$ cat config.mk
export PLATFORM = sky130hd
export DESIGN_NAME = mpsoc_msi_slave_port_qos
export DESIGN_NICKNAME = d
export VERILOG_FILES = /design/src/rtl/mpsoc_msi_slave_port_qos.sv
export SDC_FILE = /design/constraint.sdc
export NUM_CORES = 1
export LEC_CHECK = 0
export ABC_AREA = 1
export CAP_MARGIN = 10
export CELL_PAD_IN_SITES_DETAIL_PLACEMENT = 2
export CELL_PAD_IN_SITES_GLOBAL_PLACEMENT = 2
export CORE_AREA = 4 4 400 402
export DETAILED_ROUTE_END_ITERATION = 8
export DIE_AREA = 0 0 404 406
export GPL_ROUTABILITY_DRIVEN = 0
export HOLD_SLACK_MARGIN = 0.06
export PLACE_DENSITY_LB_ADDON = 0.1
export RECOVER_POWER = 100
export SYNTH_ARGS = -nofsm -noshare
export SYNTH_HDL_FRONTEND = slang
export SYNTH_SLANG_ARGS = --single-unit
export TNS_END_PERCENT = 20
$ cat constraint.sdc
create_clock -name HCLK -period 28.2 [get_ports HCLK]
set_input_delay 5.64 -clock HCLK [delete_from_list [all_inputs] [get_ports HCLK]]
set_output_delay 5.64 -clock HCLK [all_outputs]
set_load 0.02 [all_outputs]
$ cat src/rtl/mpsoc_msi_slave_port_qos.sv
// QoS slave-port arbiter for a multi-master AHB-Lite interconnect: picks the master
// with the highest effective priority, round-robin within a level, and ages losers toward the top level.
module mpsoc_msi_slave_port_qos #(
  parameter int PLEN         = 64,
  parameter int XLEN         = 64,
  parameter int MASTERS      = 5,
  parameter int PRIO_BITS    = 3,
  parameter int STARVE_LIMIT = 8
) (
  input  logic                                HCLK,
  input  logic                                HRESETn,

  input  logic [MASTERS-1:0][PRIO_BITS-1:0]   mstpriority,
  input  logic [MASTERS-1:0]                  mstHSEL,
  input  logic [MASTERS-1:0][PLEN-1:0]        mstHADDR,
  input  logic [MASTERS-1:0][XLEN-1:0]        mstHWDATA,
  input  logic [MASTERS-1:0]                  mstHWRITE,
  input  logic [MASTERS-1:0][2:0]             mstHSIZE,
  input  logic [MASTERS-1:0][2:0]             mstHBURST,
  input  logic [MASTERS-1:0][3:0]             mstHPROT,
  input  logic [MASTERS-1:0][1:0]             mstHTRANS,
  input  logic [MASTERS-1:0]                  mstHMASTLOCK,
  input  logic [MASTERS-1:0]                  mstHREADY,
  output logic [XLEN-1:0]                     mstHRDATA,
  output logic                                mstHREADYOUT,
  output logic                                mstHRESP,

  output logic                                slv_HSEL,
  output logic [PLEN-1:0]                     slv_HADDR,
  output logic [XLEN-1:0]                     slv_HWDATA,
  output logic                                slv_HWRITE,
  output logic [2:0]                          slv_HSIZE,
  output logic [2:0]                          slv_HBURST,
  output logic [3:0]                          slv_HPROT,
  output logic [1:0]                          slv_HTRANS,
  output logic                                slv_HMASTLOCK,
  output logic                                slv_HREADYOUT,
  input  logic [XLEN-1:0]                     slv_HRDATA,
  input  logic                                slv_HREADY,
  input  logic                                slv_HRESP,

  input  logic [MASTERS-1:0]                  can_switch,
  output logic [MASTERS-1:0]                  granted_master,
  output logic [MASTERS-1:0]                  starved
);

  localparam int LEVELS = 2 ** PRIO_BITS;
  localparam int IDXW   = $clog2(MASTERS);
  localparam int CW     = (STARVE_LIMIT > 0) ? $clog2(STARVE_LIMIT + 1) : 1;
  localparam logic [CW-1:0]        LIM = CW'(STARVE_LIMIT);
  localparam logic [PRIO_BITS-1:0] TOP = '1;

  logic [MASTERS-1:0][PRIO_BITS-1:0] eff_prio;
  logic [IDXW-1:0]      grant_idx;
  logic [IDXW-1:0]      addr_idx;
  logic [IDXW-1:0]      data_idx;
  logic [IDXW-1:0]      win_idx;
  logic [IDXW-1:0]      ptr [LEVELS];
  logic [PRIO_BITS-1:0] best;
  logic                 any_req;
  logic                 lock;
  logic                 switch_ok;
  logic                 commit;
  logic                 first_cycle;
  logic [1:0]           htrans_a;
  logic [CW-1:0]        age      [MASTERS];
  logic [CW-1:0]        age_next [MASTERS];
  logic [MASTERS-1:0]   post_grant;
  logic [MASTERS-1:0]   starved_next;

  always_comb begin
    eff_prio = '0;
    for (int m = 0; m < MASTERS; m++)
      eff_prio[m] = starved[m] ? TOP : mstpriority[m];
  end

  // Highest requested level first, then round-robin inside it from that level's pointer.
  always_comb begin
    logic [IDXW-1:0] cand;
    logic            found;
    best    = '0;
    any_req = 1'b0;
    win_idx = grant_idx;
    cand    = '0;
    found   = 1'b0;
    for (int m = 0; m < MASTERS; m++) begin
      if (mstHSEL[m] && (!any_req || eff_prio[m] > best)) begin
        best    = eff_prio[m];
        any_req = 1'b1;
      end
    end
    for (int off = 1; off <= MASTERS; off++) begin
      cand = IDXW'((int'(ptr[best]) + off) % MASTERS);
      if (!found && mstHSEL[cand] && eff_prio[cand] == best) begin
        win_idx = cand;
        found   = 1'b1;
      end
    end
  end

  assign lock      = mstHMASTLOCK[grant_idx] & mstHSEL[grant_idx];
  assign switch_ok = slv_HREADY & can_switch[grant_idx] & ~lock;
  assign commit    = switch_ok & any_req;

  always_ff @(posedge HCLK or negedge HRESETn) begin
    if (!HRESETn) begin
      grant_idx      <= '0;
      granted_master <= MASTERS'(1);
      addr_idx       <= '0;
      data_idx       <= '0;
      first_cycle    <= 1'b0;
      for (int l = 0; l < LEVELS; l++) ptr[l] <= '0;
    end else if (slv_HREADY) begin
      addr_idx    <= switch_ok ? win_idx : grant_idx;
      data_idx    <= addr_idx;
      first_cycle <= commit && (win_idx != grant_idx);
      if (commit) begin
        grant_idx      <= win_idx;
        granted_master <= MASTERS'(1) << win_idx;
        ptr[best]      <= win_idx;
      end
    end
  end

  // Aging counts a loss against the grant that results from this edge's arbitration.
  always_comb begin
    post_grant   = commit ? (MASTERS'(1) << win_idx) : granted_master;
    starved_next = '0;
    for (int m = 0; m < MASTERS; m++) begin
      age_next[m] = '0;
      if (mstHSEL[m] && !post_grant[m])
        age_next[m] = (age[m] == LIM) ? age[m] : age[m] + CW'(1);
      starved_next[m] = (STARVE_LIMIT > 0) && (age_next[m] == LIM);
    end
  end

  always_ff @(posedge HCLK or negedge HRESETn) begin
    if (!HRESETn) begin
      starved <= '0;
      for (int m = 0; m < MASTERS; m++) age[m] <= '0;
    end else if (slv_HREADY) begin
      starved <= starved_next;
      for (int m = 0; m < MASTERS; m++) age[m] <= age_next[m];
    end
  end

  assign htrans_a      = mstHTRANS[addr_idx];
  // A freshly granted master may still be mid-burst; the slave must see a NONSEQ start.
  assign slv_HTRANS    = (first_cycle && htrans_a == 2'b11) ? 2'b10 : htrans_a;
  assign slv_HSEL      = mstHSEL[addr_idx];
  assign slv_HADDR     = mstHADDR[addr_idx];
  assign slv_HWDATA    = mstHWDATA[data_idx];
  assign slv_HWRITE    = mstHWRITE[addr_idx];
  assign slv_HSIZE     = mstHSIZE[addr_idx];
  assign slv_HBURST    = mstHBURST[addr_idx];
  assign slv_HPROT     = mstHPROT[addr_idx];
  assign slv_HMASTLOCK = mstHMASTLOCK[addr_idx];
  assign slv_HREADYOUT = mstHREADY[addr_idx];

  assign mstHRDATA     = slv_HRDATA;
  assign mstHREADYOUT  = slv_HREADY;
  assign mstHRESP      = slv_HRESP;

endmodule

==> results summary <==
The run finished, with violations left. The final reports fail on capacitance limit, slew limit. The maximum clock insertion buffer count came out at 2. With fillers left out, the area of the finished cells amounts to 24,100 um2. The compound-gate portion of the synthesized area came out at 34.0%. The clock tree synthesis step divided the H-tree into 3 levels. The portion of synthesized area spent on multiplexers is 0%. In the layout the commonest cells are clkdlybuf4s50_1 (754), nand2_1 (607), a21oi_1 (317). The most numerous cell on the critical path is nand2_1.

Setup repair after global routing left no endpoint under its margin. The count of placed standard cells including taps came out at 5,060. The period utilization is 70.7%.

The maximum vdd ir drop is 0.000133 V. The post-cts gate resize count came out at 0. The number of nets in the finished design is 3,868. In this run, synthesis produced a sequential element count of 64.

The region available for standard cell placement spans 156,000 um2. The type of destination of the critical path is a flop. For this design the ratio of total power to cell area is 158 nW/um2. Across the run, the number of max-cap violations was 5. The final non-filler cell total came out at 5,098. In this design, the largest share of critical-path delay is due to simple AND/OR/NAND/NOR gates.

The post-layout utilization of the core came out at 15.5%. The remaining global-route overflow is 0. The initial detailed-routing violation count came out at 919. The synthesized-area fraction occupied by adder cells came out at 4.52%. The hold-fix buffer count after cts came out at 0. The die covers 164,000 um2. The routed via count divided by cell count is 3.89. The relative slew slack came out at -163%. The number of nets produced by synthesis is 3,123. The buffers plus inverters on the worst setup path is 13.

The area added between synthesis and finish is 85.5%. The clock net sink count came out at 64. Data on the critical path arrives at its endpoint at 20.06 ns.

The count of pins over their slew limit is 112. The number of port buffers came out at 897. The number of optimization iterations in the first detailed-route pass is 5.

Summed over all cells, the static leakage comes to 10.2 nW. The count of flip-flops with a built-in enable after synthesis came out at 0. Across every metal layer, demand over resource in global routing totals 16.3%.

The mean routed wirelength per cell is 27.9 um. The post-placement cell area came out at 23,900 um2. The number of cell rows came out at 145. The global-route wire length before repair is 188 mm. The setup path with the least slack is of type input pin to flop. The total length of routed wires came out at 142 mm. The final setup violation count came out at 0. The most frequent standard cell in the layout excluding fill and tap cells is clkdlybuf4s50_1.

The detailed-placement wirelength estimate came out at 120 mm. Static timing analysis puts the maximum clock frequency at 0.0502 GHz. The worst endpoint required time came out at 28.33 ns. The number of buffers created by CTS is 9.

The stage delay of the slowest cell on the critical path came out at 1.09 ns. The post-synthesis average cell area came out at 5.73 um2. The initial antenna violation count came out at 44. Subtracting the final worst setup slack from the clock period gives 19.93 ns. The final total negative setup slack is 0 ns. The cell count after synthesis is 2,268. The floorplan die height came out at 406 um. The clock latency reported for the late side of the worst-skew pair came out at 0.36 ns. The number of global-route vias before repair came out at 21,800.

Among all flip-flop cells after synthesis, the most frequent one is dfrtp_1. The xor/xnor cell area share of the yosys netlist came out at 1.13%. The count of yosys warnings during synthesis came out at 0. The top fanout value on the critical path is 12. The initial core utilization is 8.34%.

The worst setup path is launched from an input pin. The CTS tree is done. The tree is rooted in a clkbuf_16. The routed layout has 19,800 vias.

Summing every instance area after synthesis gives 13,000 um2. The count of endpoints failing hold in the final timing report was 0. The transition time at the pin with the least slew margin is 3.95 ns. The clock input transition at the sequential cells of the worst setup and hold paths is 0.06 ns. For this design the top-level I/O count stands at 1,028. The number of routed nets with antenna violations came out at 0. The slowest stage of the critical path is the a21boi_0 cell. The number of remaining DRC errors is 0. The die width came out at 404 um. In this run the worst hold path is classified as flop to flop. The share of final-layout standard cells stronger than drive strength 1 came out at 5.00%.

The number of different library cells used by synthesis comes to 45. By area, the combinational part of the netlist is dominated by compound AO/OA/AOI/OAI gates. The worst clock skew came out at 0.00926 ns. The pin count of the biggest net entering global routing is 89. The area fraction in and, or, nand and nor cells after synthesis is 32.3%.

The post-CTS setup-driven buffer insertion count came out at 0. In the synthesized netlist the async set-or-reset flop fraction comes to 100%. The share of the yosys chip area belonging to registers came out at 12.3%.
state kept, by name, indices dropped and copies added (netlist names):
name            count
addr_idx            3
ptr                24
granted_master      5
starved             5
data_idx            3
first_cycle         1
grant_idx           3
age                20
layer usage:
layer	vias up	GRT usage, %	wire (um)
met5	-	0	109
met2	683	30.9	75500
met1	9824	17.3	52400
met3	133	5.56	11100
met4	16	3.57	3000
li1	9182	-	-
worst paths after layout:
check	from	end	slack, ns	cells past startpoint
max	mstHSEL[0]	age[15]$_DFFE_PN0P_	8.27	74
min	ptr[5]$_DFFE_PN0P_	ptr[5]$_DFFE_PN0P_	0.50	2
max reg2reg	starved[1]$_DFFE_PN0P_	age[15]$_DFFE_PN0P_	14.04	72
min reg2reg	ptr[5]$_DFFE_PN0P_	ptr[5]$_DFFE_PN0P_	0.50	2
max in group asynchronous	HRESETn	data_idx[0]$_DFFE_PN0P_	18.73	1
min in group asynchronous	HRESETn	addr_idx[2]$_DFFE_PN0P_	6.65	1
report_power, final:
group / switching (mW) / leakage (nW) / internal, mW / total (mW)
clock network: 0.0485 / 0.136 / 0.0602 / 0.109
logic: 2.44 / 9.20 / 1.07 / 3.51
registers: 0.0716 / 0.833 / 0.123 / 0.195
Yosys cell counts, types with 35 or more instances:
cell / instances / share of area [%]
clkbuf_1: 126 / 3.6
buf_4: 67 / 3.9
nand2_1: 594 / 17
nand3_1: 169 / 6.5
a21oi_1: 317 / 12
inv_1: 251 / 7.2
o21ai_1: 35 / 1.3
dfrtp_1: 63 / 12
o21ai_0: 203 / 7.8
nor2_1: 70 / 2.0
ha_1: 47 / 4.5
a221o_1: 140 / 11
tightest hold or removal path, cell delays in order, from the launching register on:
cell	delay, ns
dfrtp_1	0.35
nand2_1	0.05
o21ai_0	0.06
cells by family after synthesis:
group	Yosys count
flip-flops	64
XOR/XNOR	15
AO/OA/AOI/OAI	726
buffers and inverters	476
AND/OR/NAND/NOR	940
adder cells (fa/ha/maj)	47
metrics by stage:
stage	worst slack, ns	power [mW]	hold slack (ns)
4_1_cts	10.65	4.07	0.512
5_1_grt	6.53	4.26	0.541
6_report	8.27	3.82	0.501
2_1_floorplan	13.94	2.36	0.448
3_3_place_gp	10.84	3.89	0.492
3_5_place_dp	10.32	3.94	0.497
cell type report:
class / instances / area, um2
Timing Repair Buffer: 938 / 9270
Fill cell: 18600 / 132000
Clock buffer: 9 / 225
Multi-Input combinational cell: 1728 / 9290
Clock inverter: 7 / 56.3
Inverter: 272 / 1030
Antenna cell: 22 / 55.1
Sequential cell: 64 / 1620
Tap cell: 2058 / 2570
(Power assumes the default switching activity.)
